[src/rtl/expr_sig_pkg.sv]
// Shared types and constants for the expression-result signature collector.
// Y_W is the packed result-bus width produced by the expression modules.
package expr_sig_pkg;

  localparam int          Y_W      = 90;
  localparam logic [31:0] DEF_POLY = 32'h04C11DB7;
  localparam logic [31:0] DEF_SEED = 32'hFFFFFFFF;

  typedef enum logic [1:0] {
    ST_IDLE,
    ST_RUN,
    ST_FOLD,
    ST_DONE
  } state_e;

endpackage

[src/rtl/expr_misr_step.sv]
// Single combinational MISR step: shift left, conditionally apply the
// feedback polynomial, and fold in one zero-extended chunk.
module expr_misr_step
  import expr_sig_pkg::*;
#(
  parameter int               SIG_W   = 32,
  parameter int               CHUNK_W = 30,
  parameter logic [SIG_W-1:0] POLY    = SIG_W'(DEF_POLY)
) (
  input  logic [SIG_W-1:0]   sig_i,
  input  logic [CHUNK_W-1:0] chunk_i,
  output logic [SIG_W-1:0]   next_sig_o
);

  always_comb begin
    next_sig_o = {sig_i[SIG_W-2:0], 1'b0} ^ SIG_W'(chunk_i);
    if (sig_i[SIG_W-1]) begin
      next_sig_o = next_sig_o ^ POLY;
    end
  end

endmodule

[src/rtl/expr_sig_collector.sv]
// Collects a programmed number of result vectors and folds them into a MISR
// signature. Optional comparator against exp_sig enabled by EXPR_SIG_CMP_EN.
module expr_sig_collector
  import expr_sig_pkg::*;
#(
  parameter int               Y_W     = expr_sig_pkg::Y_W,
  parameter int               CHUNK_W = 30,
  parameter int               SIG_W   = 32,
  parameter logic [SIG_W-1:0] POLY    = SIG_W'(DEF_POLY),
  parameter logic [SIG_W-1:0] SEED    = SIG_W'(DEF_SEED),
  parameter int               CNT_W   = 16
) (
  input  logic             clk,
  input  logic             rst,
  input  logic             start,
  input  logic [CNT_W-1:0] num_vec,
  input  logic             in_valid,
  output logic             in_ready,
  input  logic [Y_W-1:0]   in_y,
  output logic             busy,
  output logic [CNT_W-1:0] vec_cnt,
  output logic             sig_valid,
  output logic [SIG_W-1:0] sig
`ifdef EXPR_SIG_CMP_EN
  ,
  input  logic [SIG_W-1:0] exp_sig,
  output logic             pass,
  output logic             fail
`endif
);

  localparam int NCHUNK = Y_W / CHUNK_W;
  localparam int IDX_W  = (NCHUNK > 1) ? $clog2(NCHUNK) : 1;

  state_e             state_q;
  logic [SIG_W-1:0]   sig_q;
  logic [SIG_W-1:0]   sig_d;
  logic [CNT_W-1:0]   cnt_q;
  logic [CNT_W-1:0]   target_q;
  logic [Y_W-1:0]     hold_q;
  logic [IDX_W-1:0]   idx_q;
  logic [CHUNK_W-1:0] chunk;
  logic               last_chunk;

  // The holding register shifts up after each fold, so the next chunk is always on top.
  assign chunk      = hold_q[Y_W-1 -: CHUNK_W];
  assign last_chunk = (idx_q == IDX_W'(NCHUNK - 1));

  expr_misr_step #(
    .SIG_W  (SIG_W),
    .CHUNK_W(CHUNK_W),
    .POLY   (POLY)
  ) u_step (
    .sig_i     (sig_q),
    .chunk_i   (chunk),
    .next_sig_o(sig_d)
  );

  always_ff @(posedge clk or posedge rst) begin
    if (rst) begin
      state_q  <= ST_IDLE;
      sig_q    <= SEED;
      cnt_q    <= '0;
      target_q <= '0;
      hold_q   <= '0;
      idx_q    <= '0;
`ifdef EXPR_SIG_CMP_EN
      pass     <= 1'b0;
      fail     <= 1'b0;
`endif
    end else begin
      case (state_q)
        ST_IDLE, ST_DONE: begin
          if (start) begin
            sig_q    <= SEED;
            cnt_q    <= '0;
            target_q <= num_vec;
            if (num_vec == '0) begin
              state_q <= ST_DONE;
`ifdef EXPR_SIG_CMP_EN
              pass    <= (SEED == exp_sig);
              fail    <= (SEED != exp_sig);
`endif
            end else begin
              state_q <= ST_RUN;
`ifdef EXPR_SIG_CMP_EN
              pass    <= 1'b0;
              fail    <= 1'b0;
`endif
            end
          end
        end
        ST_RUN: begin
          if (in_valid) begin
            hold_q  <= in_y;
            cnt_q   <= cnt_q + 1'b1;
            idx_q   <= '0;
            state_q <= ST_FOLD;
          end
        end
        ST_FOLD: begin
          sig_q  <= sig_d;
          hold_q <= hold_q << CHUNK_W;
          idx_q  <= idx_q + 1'b1;
          if (last_chunk) begin
            if (cnt_q == target_q) begin
              state_q <= ST_DONE;
`ifdef EXPR_SIG_CMP_EN
              pass    <= (sig_d == exp_sig);
              fail    <= (sig_d != exp_sig);
`endif
            end else begin
              state_q <= ST_RUN;
            end
          end
        end
        default: state_q <= ST_IDLE;
      endcase
    end
  end

  assign in_ready  = (state_q == ST_RUN);
  assign busy      = (state_q == ST_RUN) || (state_q == ST_FOLD);
  assign sig_valid = (state_q == ST_DONE);
  assign sig       = sig_q;
  assign vec_cnt   = cnt_q;

endmodule

[config.mk]
export PLATFORM = sky130hd
export DESIGN_NAME = expr_sig_collector
export DESIGN_NICKNAME = d
export VERILOG_FILES = /design/src/rtl/expr_sig_pkg.sv /design/src/rtl/expr_misr_step.sv /design/src/rtl/expr_sig_collector.sv
export SDC_FILE = /design/constraint.sdc
export NUM_CORES = 1
export LEC_CHECK = 0
export ABC_AREA = 0
export ABC_CLOCK_PERIOD_IN_PS = 5910
export BUFFER_PORTS_ARGS = -buffer_cell sky130_fd_sc_hd__buf_2
export CELL_PAD_IN_SITES_DETAIL_PLACEMENT = 0
export CELL_PAD_IN_SITES_GLOBAL_PLACEMENT = 2
export CORE_MARGIN = 5
export CORE_UTILIZATION = 36
export CTS_BUF_LIST = sky130_fd_sc_hd__clkbuf_8
export DETAILED_ROUTE_END_ITERATION = 6
export PLACE_DENSITY = 0.85
export SYNTH_ARGS = -nofsm -noshare
export SYNTH_HDL_FRONTEND = slang
export SYNTH_SLANG_ARGS = --single-unit
[constraint.sdc]
create_clock -name clk -period 5.91 [get_ports clk]
set_input_delay 1.182 -clock clk [delete_from_list [all_inputs] [get_ports clk]]
set_output_delay 1.182 -clock clk [all_outputs]
set_load 0.05 [all_outputs]
## After elaboration in Yosys (flattened, before gate mapping)

Index checks and enable logic that the tools add are counted.

- Input bits: 110
- Bits in writable memories: 0
- Logic and storage cells: 46
- Output and inout bits: 51
- Latch bits: 0
- ROM bits: 0
- Register bits after elaboration: 158
- Memories: 0

- Reduce and logical (&&, ||, !) cells: 12
- Eq/ne operators: 8
- Mux-type cells: 16
- Add/sub/neg operators: 2
- Div/mod/pow operators: 0
- Multiply operators: 0
- Order comparisons: 0
- Bitwise operators: 2
- Shift-type cells: 0

Operators with widths:

| cell | count |
|---|---|
| 90-bit one-hot mux with 2 select lines | 1 |
| 90-bit two-way mux | 1 |
| 32-bit one-hot mux with 2 select lines | 1 |
| 16-bit two-way mux | 2 |
| 32-bit two-way mux | 1 |
| 16-bit one-hot mux with 2 select lines | 1 |
| 32-bit by 30-bit XOR with 32-bit output | 1 |
| 27-bit two-way mux | 1 |
| 16-bit by 1-bit adder with 16-bit output (second input constant) | 1 |
| 16-bit == test | 1 |
| 16-bit logical NOT | 1 |
| 14-bit NOT | 1 |
| 2-bit two-way mux | 6 |
| 2-bit == test (second input constant) | 3 |
| 2-bit != test (second input constant) | 3 |
| 2-bit one-hot mux with 3 select lines | 1 |
| 2-bit AND reduction | 3 |
| 3-bit AND reduction | 2 |
| 2-bit nonzero test | 3 |
| 2-bit one-hot mux with 2 select lines | 1 |
| 2-bit by 1-bit adder with 2-bit output (second input constant) | 1 |
| 2-bit by 1-bit == test with 1-bit output (second input constant) | 1 |
| 2-bit logical NOT | 1 |
| 2-bit OR reduction | 1 |
| 1-bit logical OR | 1 |

## Depth between registers and ports, before layout

Gate-level depths: netlist (run 1).

- Depth after elaboration: 4
- Depth in mapped cells: 8
- Depth with buffers taken out: 6

## By module

From an unflattened synthesis (run 1), not the netlist that was laid out.

- Cell total of the unflattened synthesis: 625
- Area, all modules: 7430.9 µm²

By module, submodules not included:

| module | instances | cells each | area each (µm²) | sequential area each (µm²) |
|---|---|---|---|---|
| expr_sig_collector | 1 | 592 | 6931.6 | 3993.8 |
| expr_misr_step | 1 | 33 | 499.2 | 0.0 |

## Worst setup path after synthesis (run 1)

Ideal clock, no wire load.

- Path type: in2reg
- From: input start
- To: register cnt_q[15] (netlist: vec_cnt[15])
- Slack: 3.317 ns
- Buffers on the path: 1
- Library setup time: 0.078 ns
- Required time: 5.832 ns
- Data arrival time: 2.515 ns
- Stages: 5
- Cells stage by stage: mux2i_1 > or4_1 > buf_2 > or4b_1 > a21oi_1

- Word-level cells in the longest chain between the ends: 2

Ends and longest elaborated chain:

| element | RTL line | text |
|---|---|---|
| from (decl) | expr_sig_collector.sv:15 | `input logic start,` |
| 2-bit != test (no line) | -- |  |
| 3-bit AND reduction (no line) | -- |  |
| to (signal assigned) | expr_sig_collector.sv:96 | `cnt_q <= cnt_q + 1'b1;` |
| to (decl) | expr_sig_collector.sv:38 | `logic [CNT_W-1:0] cnt_q;` |

No other way between the ends.
A chain may end at the register's enable or synchronous reset.

## Worst setup path after layout (run 1)

- From: register state_q[0]
- To: register sig_q[31] (netlist: sig[31])

- Word-level cells in the longest chain between the ends: 4
- Elaborated cells between the ends (all ways): 8
- Classes of those cells: eq/ne: 3; mux: 1; reduce/logical: 4

Ends and longest elaborated chain:

| element | RTL line | text |
|---|---|---|
| from (decl) | expr_sig_collector.sv:35 | `state_e state_q;` |
| from (signal assigned) | expr_sig_collector.sv:61 | `state_q <= ST_IDLE;` |
| from (signal assigned) | expr_sig_collector.sv:79 | `state_q <= ST_DONE;` |
| from (signal assigned) | expr_sig_collector.sv:85 | `state_q <= ST_RUN;` |
| 2-bit == test / 2-bit logical NOT (equally long branches) | expr_sig_collector.sv:72 | `case (state_q)` |
| 2-bit OR reduction | expr_sig_collector.sv:72 |  |
| 2-bit != test (no line) / 2-bit nonzero test (equally long branches) | -- |  |
| 2-bit AND reduction (no line) | -- |  |
| to (signal assigned) | expr_sig_collector.sv:102 | `sig_q <= sig_d;` |
| to (decl) | expr_sig_collector.sv:36 | `logic [SIG_W-1:0] sig_q;` |

Several ways; a longest one is shown, not always the timed one.

==> results.json, run 1 <==
{
  "grt_pass1_vias": 5357,
  "synth_compound_area_share_pct": 14.47,
  "hpwlAfterDp_um": 13020,
  "power_density_nw_per_um2": 545.1,
  "power_frac_clock_pct": 17.7,
  "cap_violations": 0,
  "via_per_inst": 4.957,
  "h-tree-depth": 4,
  "p_int_mw": 2.807,
  "synth_top_family_by_area": "compound AO/OA/AOI/OAI gates",
  "cts_tree": "built",
  "diodes": 0,
  "cp_num_cells": 5,
  "drive_gt1_share_pct": 31.60,
  "drv_slew": 0,
  "synth.area.mux_share_pct": 11.24,
  "p_comb_share_pct": 41.0,
  "num_vias": 5220,
  "period_minus_slack_ns": 3.141,
  "relSlewSlack_pct": 20.25,
  "post-route-period-util_pct": 53.15,
  "dieArea_um2": 22990,
  "synth_area_per_cell_um2": 11.46,
  "skew_ns": 0.008569,
  "drt-wirelength-per-cell_um": 16.99,
  "seq_area_frac_synth_pct": 55.30,
  "clkSinkCount": 158,
  "portBuffers": 160,
  "max_freq_mhz": 318.3,
  "arrival_ns": 3.53,
  "synthesis.nets": 745,
  "ctsResizeCount": 0,
  "synth_edf_count": 0,
  "whs_path_depth": 2,
  "pwr-share-seq_pct": 41.2,
  "drtIter0Drc": 241,
  "drc": 0,
  "chipWidth_um": 151.6,
  "synth_fa_ha_area_share_pct": 0.8663,
  "pre_cts_slack_ns": 2.618,
  "postCtsSetupBuffers": 0,
  "grt_max_degree": 112,
  "critPathSlowestCell": "nand2_1",
  "setup_viol": 0,
  "dr.pass1.iters": 4,
  "rsz0062_at_grt": "no",
  "drt_wl_total_um": 17900,
  "path_cells": "inv_1 -> ha_4 -> buf_4 -> nand2_1 -> o22a_1",
  "status": "finished, final reports clean",
  "hold_viol_final": 0,
  "synth_seq_cells": 158,
  "synth-xor-area-share_pct": 7.640,
  "synth-async-reset-ratio_pct": 100.0,
  "syn_inst": 630,
  "switching_share_pct": 40.72,
  "syn2layout_area_growth_pct": 20.30,
  "drt.antenna.violating_nets": 0,
  "netlist_area_um2": 7222,
  "hold_buffers": 0,
  "cpPeakStageDelay_ns": 0.93,
  "crit_type": "reg2reg",
  "path_max_fanout": 49,
  "place.gp.congestion": 0.7862,
  "crit_buf_inv": 2,
  "synth-simple-area-share_pct": 7.814,
  "setup.worst_path.start_class": "flop",
  "grtUsageTotal_pct": 15.90,
  "grt_overflow": 0,
  "rows": 51,
  "io_pins": 161,
  "core_um2": 19590,
  "tightest_slew_ns": 1.193,
  "yosys_warnings": 0,
  "hold_class": "reg2reg",
  "cp-end-kind": "flop",
  "ys_types": 42,
  "antenna_found_initial": 3,
  "path_clk_slew_ns": 0.08,
  "grt_pass1_wl_um": 28270,
  "synth-main-ff-cell": "dfrtp_1",
  "power.switching_mw": 1.929,
  "start_util_pct": 36.87,
  "fp.dieH_um": 151.6,
  "p_leak_nw": 3.791,
  "numCtsBuffers": 17,
  "clock_latency_ns": 0.45,
  "crit_required_ns": 6.29,
  "cts_root_buf": "clkbuf_8",
  "r2r_cells": 5,
  "clockBufferDepth": 2,
  "layout.nets": 890,
  "ir_worst_vdd_mv": 0.2978,
  "postLayoutSetupSlackWorst_ns": 2.769,
  "tns_ns": 0,
  "path_delay_family": "simple AND/OR/NAND/NOR gates"
}
## path summary, 6_finish.rpt
kind / start / to / slack [ns]
setup / recovery: state_q[0] / sig[31] / 2.77
hold / removal: hold_q[45] / hold_q[45] / 0.48
setup reg to reg: state_q[0] / sig[31] / 2.77
hold reg to reg: hold_q[45] / hold_q[45] / 0.48
max in group asynchronous: rst / hold_q[71] / 3.76
min in group asynchronous: rst / hold_q[62] / 0.95
## routing by layer
metal	up-vias	global-route usage, %	wire length (µm)
met1	2526	21.59	8208
met4	6	5.211	316
met5	-	0	46
li1	2535	-	-
met2	126	24.49	8321
met3	27	4.700	1002
## cell type report
cell class	instances	area, µm²
clock buffer	18	247.7
clock inverter	14	168.9
fill	1905	10900
inverter	10	42.54
multi-input combinational	423	3065
sequential	158	3994
tap	265	331.6
timing repair buffer	165	838.3
## cell usage in the layout, fill, tap and decap left out, types with 2 or more instances in the layout
master and count:
a21oi_1 8, a22o_1 32, buf_2 160, buf_4 5
bufinv_16 3, clkbuf_8 18, clkinvlp_4 4, dfrtp_1 126
dfstp_2 32, ha_1 4, inv_1 12, inv_6 3
mux2_2 17, mux2i_1 62, nand2_1 74, nand2b_1 2
nand3_1 5, nand4_1 3, nand4b_1 2, nor2_1 5
nor2b_1 4, nor3_1 5, nor4_1 8, o21ai_0 70
o22a_1 32, or3_1 8, xnor2_1 33, xor2_1 30
## power groups by stage
stage	registers, mW	logic (mW)	clock network, mW
2_1_floorplan	2.19	1.28	0
3_3_place_gp	1.96	1.91	0
3_5_place_dp	1.98	1.97	0
4_1_cts	1.96	1.97	0.872
5_1_grt	2.02	2.16	0.918
6_report	1.95	1.94	0.840
## sequential cells by signal, indices dropped and copies added, names as in the netlist
register	count
hold_q	90
state_q	2
idx_q	2
sig	32
vec_cnt	16
target_q	16
## through the flow
step | utilization, % | cell area, µm² | instances | hold slack, ns | power, mW
after CTS | 44.35 | 8688 | 1053 | 0.4904 | 4.805
after global placement | 42.22 | 8272 | 1021 | 0.4621 | 3.875
final | 44.35 | 8688 | 1053 | 0.4848 | 4.736
after global routing | 44.35 | 8688 | 1053 | 0.5119 | 5.098
after detailed placement | 42.22 | 8272 | 1021 | 0.4715 | 3.949
after floorplan | - | 7222 | 630 | 0.4496 | 3.471
## cells in the mapped netlist (all sizes together) (3+ instances only)
| cell | instances | area (µm²) |
|---|---|---|
| a21oi | 8 | 40.04 |
| a22o | 32 | 280.3 |
| buf | 9 | 42.54 |
| clkbuf | 30 | 112.6 |
| dfrtp | 126 | 3153 |
| dfstp | 32 | 840.8 |
| ha | 5 | 62.56 |
| inv | 10 | 37.54 |
| mux2 | 17 | 191.4 |
| mux2i | 62 | 620.6 |
| nand2 | 74 | 277.8 |
| nand3 | 5 | 25.02 |
| nand4 | 3 | 18.77 |
| nor2 | 6 | 22.52 |
| nor2b | 4 | 25.02 |
| nor3 | 5 | 25.02 |
| nor4 | 8 | 50.05 |
| o21ai | 72 | 360.3 |
| o22a | 32 | 280.3 |
| or3 | 8 | 50.05 |
| xnor2 | 33 | 289.0 |
| xor2 | 30 | 262.8 |
## kinds of logic (layout without fill, tap and decap cells)
group           Yosys count  after routing
mux                      79             79
fa+ha+maj                 5              5
xor+xnor                 63             63
simple gates            122            122
buf+inv                  49            207
flops                   158            158
compound gates          154            154
## tightest hold or removal path, stage by stage, from the launching register on
cell     delay [ns]
dfrtp_1        0.35
nand2_1        0.04
o21ai_0        0.06
Note: power is estimated with default switching activity, not from simulation.
==> run 2, diff against run 1 <==
--- a/config.mk
+++ b/config.mk
@@ -6,7 +6,7 @@
 export NUM_CORES = 1
 export LEC_CHECK = 0
 export ABC_AREA = 0
-export ABC_CLOCK_PERIOD_IN_PS = 5910
+export ABC_CLOCK_PERIOD_IN_PS = 3200
 export BUFFER_PORTS_ARGS = -buffer_cell sky130_fd_sc_hd__buf_2
 export CELL_PAD_IN_SITES_DETAIL_PLACEMENT = 0
 export CELL_PAD_IN_SITES_GLOBAL_PLACEMENT = 2
==> constraint.sdc (replaced) <==
create_clock -name clk -period 3.2 [get_ports clk]
set_input_delay 0.64 -clock clk [delete_from_list [all_inputs] [get_ports clk]]
set_output_delay 0.64 -clock clk [all_outputs]
set_load 0.05 [all_outputs]
==> run 2 against run 1 <==
  * Combinational power grew 88%
  * Worst hold slack lost 0.075 ns
  * Final cell count grew 0.47%
  * Sequential share of layout area shrank 0.48 points
  * Largest power group is now combinational cells
  * Highest routed layer unchanged
==> results.json, run 2 (same netlist as run 1, synthesis figures left out) <==
{
  "largest_reg_flops": 90,
  "n_fill_cell": 1878,
  "fp.dieH_um": 151.6,
  "grt_overflow": 0,
  "layout.nets": 893,
  "path_max_fanout": 15,
  "drt_wl_total_um": 17770,
  "critPathSlowestCell": "or4_1",
  "ctsResizeCount": 0,
  "grt_pass1_vias": 5484,
  "antenna_found_initial": 6,
  "clock_latency_ns": 0.44,
  "cts_root_buf": "clkbuf_8",
  "r2r_slack_ns": 0.50,
  "regMostFlops": "hold_q",
  "h-tree-depth": 4,
  "whs_path_depth": 2,
  "status": "finished, final reports clean",
  "cap_violations": 0,
  "crit_required_ns": 3.56,
  "io_pins": 161,
  "portBuffers": 160,
  "dr.pass1.iters": 4,
  "cp-end-kind": "flop",
  "tightest_slew_ns": 0.8564,
  "holdWs_ns": 0.4103,
  "path_clk_slew_ns": 0.08,
  "post-route-period-util_pct": 84.25,
  "chipWidth_um": 151.6,
  "num_vias": 5176,
  "drc": 0,
  "rows": 51,
  "drt.antenna.violating_nets": 0,
  "rsz0062_at_grt": "no",
  "power_density_nw_per_um2": 1017,
  "clockBufferDepth": 2,
  "hpwlAfterDp_um": 12640,
  "setup.worst_path.start_class": "flop",
  "cpPeakStageDelay_ns": 0.68,
  "tns_ns": 0,
  "path_cells": "inv_1 -> ha_1 -> mux2i_1 -> or4_1 -> or4b_1 -> a21oi_1",
  "via_per_inst": 4.892,
  "r2r_cells": 6,
  "postLayoutSetupSlackWorst_ns": 0.5039,
  "setup_viol": 0,
  "dieArea_um2": 22990,
  "clkSinkCount": 158,
  "drt-wirelength-per-cell_um": 16.79,
  "final_cell_mix": "buf_2, dfrtp_1, nand2_1, o21ai_0, mux2i_1",
  "start_util_pct": 36.87,
  "grtUsageTotal_pct": 15.79,
  "grt_max_degree": 159,
  "final_common_cell": "buf_2",
  "r2r-end": "vec_cnt[15]",
  "postCtsSetupBuffers": 0,
  "skew_ns": 0.01011,
  "ir_worst_vdd_mv": 0.7642,
  "cts_tree": "built",
  "period_minus_slack_ns": 2.696,
  "core_um2": 19590,
  "min_from": "in_y[21]",
  "arrival_ns": 3.06,
  "syn2layout_area_growth_pct": 21.57,
  "grt_pass1_wl_um": 28430,
  "pre_cts_slack_ns": 0.5122,
  "numCtsBuffers": 17,
  "drive_gt1_share_pct": 31.86,
  "holdPathEnd": "hold_q[21]",
  "relSlewSlack_pct": 42.91,
  "crit_type": "reg2reg",
  "hold_class": "in2reg",
  "hold_buffers": 0,
  "hold_viol_final": 0,
  "drtIter0Drc": 276,
  "drv_slew": 0,
  "r2r_start": "state_q[1]",
  "max_freq_mhz": 370.9,
  "place.gp.congestion": 0.8116,
  "p_leak_nw": 3.838
}
-- run 2: area by class of cell --
cell class	count	area, µm²	area share, %
Tap cell	265	331.6	3.777
Multi-Input combinational cell	423	3065	34.92
Clock inverter	13	195.2	2.223
Antenna cell	2	5.005	0.05700
Sequential cell	158	3994	45.49
Inverter	10	41.29	0.4703
Clock buffer	19	261.5	2.978
Timing Repair Buffer	168	885.9	10.09
-- run 2: power by group --
part | total (mW) | switching, mW | internal, mW
clock | 1.69 | 0.727 | 0.962
combinational | 3.64 | 2.19 | 1.45
sequential | 3.61 | 0.632 | 2.97
-- run 2: critical path, delay by kind of cell, from the launching register on --
kind / cells / cell delay [ns]
and+or+nand+nor: 2 / 1.19
adders and majority gates: 1 / 0.49
DFF: 1 / 0.43
muxes: 1 / 0.27
AOI/OAI and AO/OA: 1 / 0.15
buffers and inverters: 1 / 0.09
-- run 2: worst max path at each step --
stage / to / slack (ns) / depth (start not counted) / start
floorplan: hold_q[0] / 0.59 / 1 / rst
global route: vec_cnt[15] / 0.32 / 6 / state_q[1]
CTS: vec_cnt[15] / 0.50 / 6 / state_q[1]
detailed placement: vec_cnt[15] / 0.51 / 6 / state_q[1]
global placement: vec_cnt[15] / 0.64 / 6 / state_q[1]
finish: vec_cnt[15] / 0.50 / 6 / state_q[1]
-- run 2: per-stage QoR --
| stage | power (mW) | utilization [%] | instance area (µm²) | instances |
|---|---|---|---|---|
| 3_3_place_gp | 7.205 | 42.46 | 8318 | 1024 |
| 2_1_floorplan | 6.412 | - | 7226 | 630 |
| 4_1_cts | 9.045 | 44.79 | 8775 | 1056 |
| 3_5_place_dp | 7.329 | 42.46 | 8318 | 1024 |
| 5_1_grt | 9.569 | 44.80 | 8777 | 1057 |
| 6_report | 8.931 | 44.82 | 8780 | 1058 |
-- run 2: layer usage --
metal  vias to the layer above  part of all wire [%]  track usage [%]
met5                         -                  0.41                0
met1                      2472                    45            21.25
met4                        10                   1.8            5.211
li1                       2536                     -                -
met3                        31                   6.5            4.848
met2                       127                    46            24.41
==> run 3, diff against run 2 <==
--- a/config.mk
+++ b/config.mk
@@ -6,15 +6,15 @@
 export NUM_CORES = 1
 export LEC_CHECK = 0
 export ABC_AREA = 0
-export ABC_CLOCK_PERIOD_IN_PS = 3200
+export ABC_CLOCK_PERIOD_IN_PS = 2250
 export BUFFER_PORTS_ARGS = -buffer_cell sky130_fd_sc_hd__buf_2
 export CELL_PAD_IN_SITES_DETAIL_PLACEMENT = 0
 export CELL_PAD_IN_SITES_GLOBAL_PLACEMENT = 2
 export CORE_MARGIN = 5
-export CORE_UTILIZATION = 36
+export CORE_UTILIZATION = 33
 export CTS_BUF_LIST = sky130_fd_sc_hd__clkbuf_8
 export DETAILED_ROUTE_END_ITERATION = 6
-export PLACE_DENSITY = 0.85
+export PLACE_DENSITY = 0.82
 export SYNTH_ARGS = -nofsm -noshare
 export SYNTH_HDL_FRONTEND = slang
 export SYNTH_SLANG_ARGS = --single-unit
==> constraint.sdc (replaced) <==
create_clock -name clk -period 2.25 [get_ports clk]
set_input_delay 0.45 -clock clk [delete_from_list [all_inputs] [get_ports clk]]
set_output_delay 0.45 -clock clk [all_outputs]
set_load 0.05 [all_outputs]
==> run 3 against run 2 <==
  * Combinational power grew 50%
  * Total power grew 41%
  * First-iteration DRC count shrank 38%
  * Highest routed layer unchanged
==> results.json, run 3 (same netlist as run 1, synthesis figures left out) <==
{
  "hold_class": "in2async",
  "rows": 54,
  "chipWidth_um": 157.9,
  "final_cell_mix": "buf_2, dfrtp_1, nand2_1, o21ai_0, mux2i_1",
  "fp.dieH_um": 157.9,
  "grt_pass1_vias": 5478,
  "dp.cells": 1053,
  "postLayoutSetupSlackWorst_ns": 0.09092,
  "drive_gt1_share_pct": 33.79,
  "largest_reg_flops": 90,
  "drv_slew": 0,
  "period_minus_slack_ns": 2.159,
  "critPathSlowestCell": "or4_4",
  "grt_pass1_wl_um": 28990,
  "relSlewSlack_pct": 33.49,
  "hpwlAfterDp_um": 12280,
  "pre_cts_slack_ns": 0.03595,
  "cts_tree": "built",
  "p_leak_nw": 3.879,
  "r2r-end": "vec_cnt[9]",
  "final_cells": 1085,
  "grtUsageTotal_pct": 14.55,
  "drt.antenna.violating_nets": 0,
  "clkSinkCount": 158,
  "setup.worst_path.start_class": "flop",
  "antenna_found_initial": 2,
  "syn2layout_area_growth_pct": 23.08,
  "hold_buffers": 0,
  "status": "finished, final reports clean",
  "drt_wl_total_um": 17590,
  "start_util_pct": 33.30,
  "p_total_mw": 12.59,
  "dr.pass1.iters": 4,
  "regMostFlops": "hold_q",
  "num_vias": 5199,
  "final_common_cell": "buf_2",
  "dieArea_um2": 24940,
  "hold_viol_final": 0,
  "grt_max_degree": 97,
  "path_clk_slew_ns": 0.10,
  "cp-end-kind": "flop",
  "utilization_pct": 40.98,
  "crit_type": "reg2reg",
  "portBuffers": 160,
  "post-route-period-util_pct": 95.96,
  "clock_latency_ns": 0.43,
  "power_density_nw_per_um2": 1416,
  "crit_required_ns": 2.62,
  "via_per_inst": 4.792,
  "place.gp.congestion": 0.8206,
  "ir_worst_vdd_mv": 0.6422,
  "startpoint": "state_q[1]",
  "grt_overflow": 0,
  "cts_root_buf": "clkbuf_8",
  "setup_viol": 0,
  "placed_area_um2": 8494,
  "clockBufferDepth": 2,
  "r2r_cells": 7,
  "max_freq_mhz": 463.2,
  "arrival_ns": 2.53,
  "crit_buf_inv": 2,
  "tightest_slew_ns": 0.9939,
  "r2r_slack_ns": 0.09,
  "cpPeakStageDelay_ns": 0.57,
  "rsz0062_at_grt": "no",
  "drc": 0,
  "h-tree-depth": 4,
  "path_cells": "inv_1 -> ha_2 -> nor2b_1 -> or4_4 -> buf_4 -> or3_1 -> a21oi_1",
  "cap_violations": 0,
  "numCtsBuffers": 17,
  "core_um2": 21690,
  "drt-wirelength-per-cell_um": 16.21,
  "r2r_start": "state_q[1]",
  "path_max_fanout": 6,
  "io_pins": 161,
  "path_delay_family": "simple AND/OR/NAND/NOR gates",
  "layout.nets": 907,
  "drtIter0Drc": 172,
  "design_area_um2": 8889,
  "skew_ns": 0.01166,
  "diodes": 0
}
## run 3: worst max path at each step
stage	cells after the start	slack, ns	to
finish	7	0.09	vec_cnt[9]
global route	6	0.002	vec_cnt[15]
CTS	5	0.003	busy
detailed placement	7	0.04	vec_cnt[9]
global placement	7	0.10	vec_cnt[9]
floorplan	1	-0.17	hold_q[0]
## run 3: what timing repair did
| item | CTS | global route |
|---|---|---|
| hold endpoints to repair | 0 | 0 |
| resized for setup | 0 | 4 |
| endpoints found under the setup margin | 0 | 5 |
| buffers inserted | 0 | 0 |
## run 3: worst reg2reg max path, delay by kind of cell (launching register included)
kind	cells	cell delay, ns
AOI/OAI and AO/OA	1	0.17
DFF	1	0.42
adders and majority gates	1	0.20
and+or+nand+nor	3	1.05
buffers and inverters	2	0.25
## run 3: report_power, final
part	switching (mW)	internal (mW)
combinational	3.24	2.22
clock	1.17	0.914
sequential	0.819	4.22
## run 3: area by class of cell
type / instances / area [µm²]
flip-flops and latches: 158 / 3994
clock buffers: 17 / 234.0
inverters: 10 / 41.29
clock inverters: 15 / 150.1
fillers: 2198 / 12800
repair buffers: 182 / 1031
well taps: 280 / 350.3
multi-input cells: 423 / 3088
## run 3: stage by stage
step / hold WS, ns / TNS [ns]
after global routing: 0.1262 / 0
final: 0.1278 / 0
after floorplan: 0.4496 / -22.07
after detailed placement: 0.4695 / 0
after global placement: 0.4612 / 0
after CTS: 0.1081 / 0
## run 3: per-layer routing
metal / track usage, % / wire length [µm] / up-vias
li1: - / - / 2567
met1: 19.68 / 8230 / 2517
met2: 23.25 / 8288 / 100
met3: 4.538 / 911 / 11
met4: 2.965 / 125 / 4
met5: 0 / 33 / -
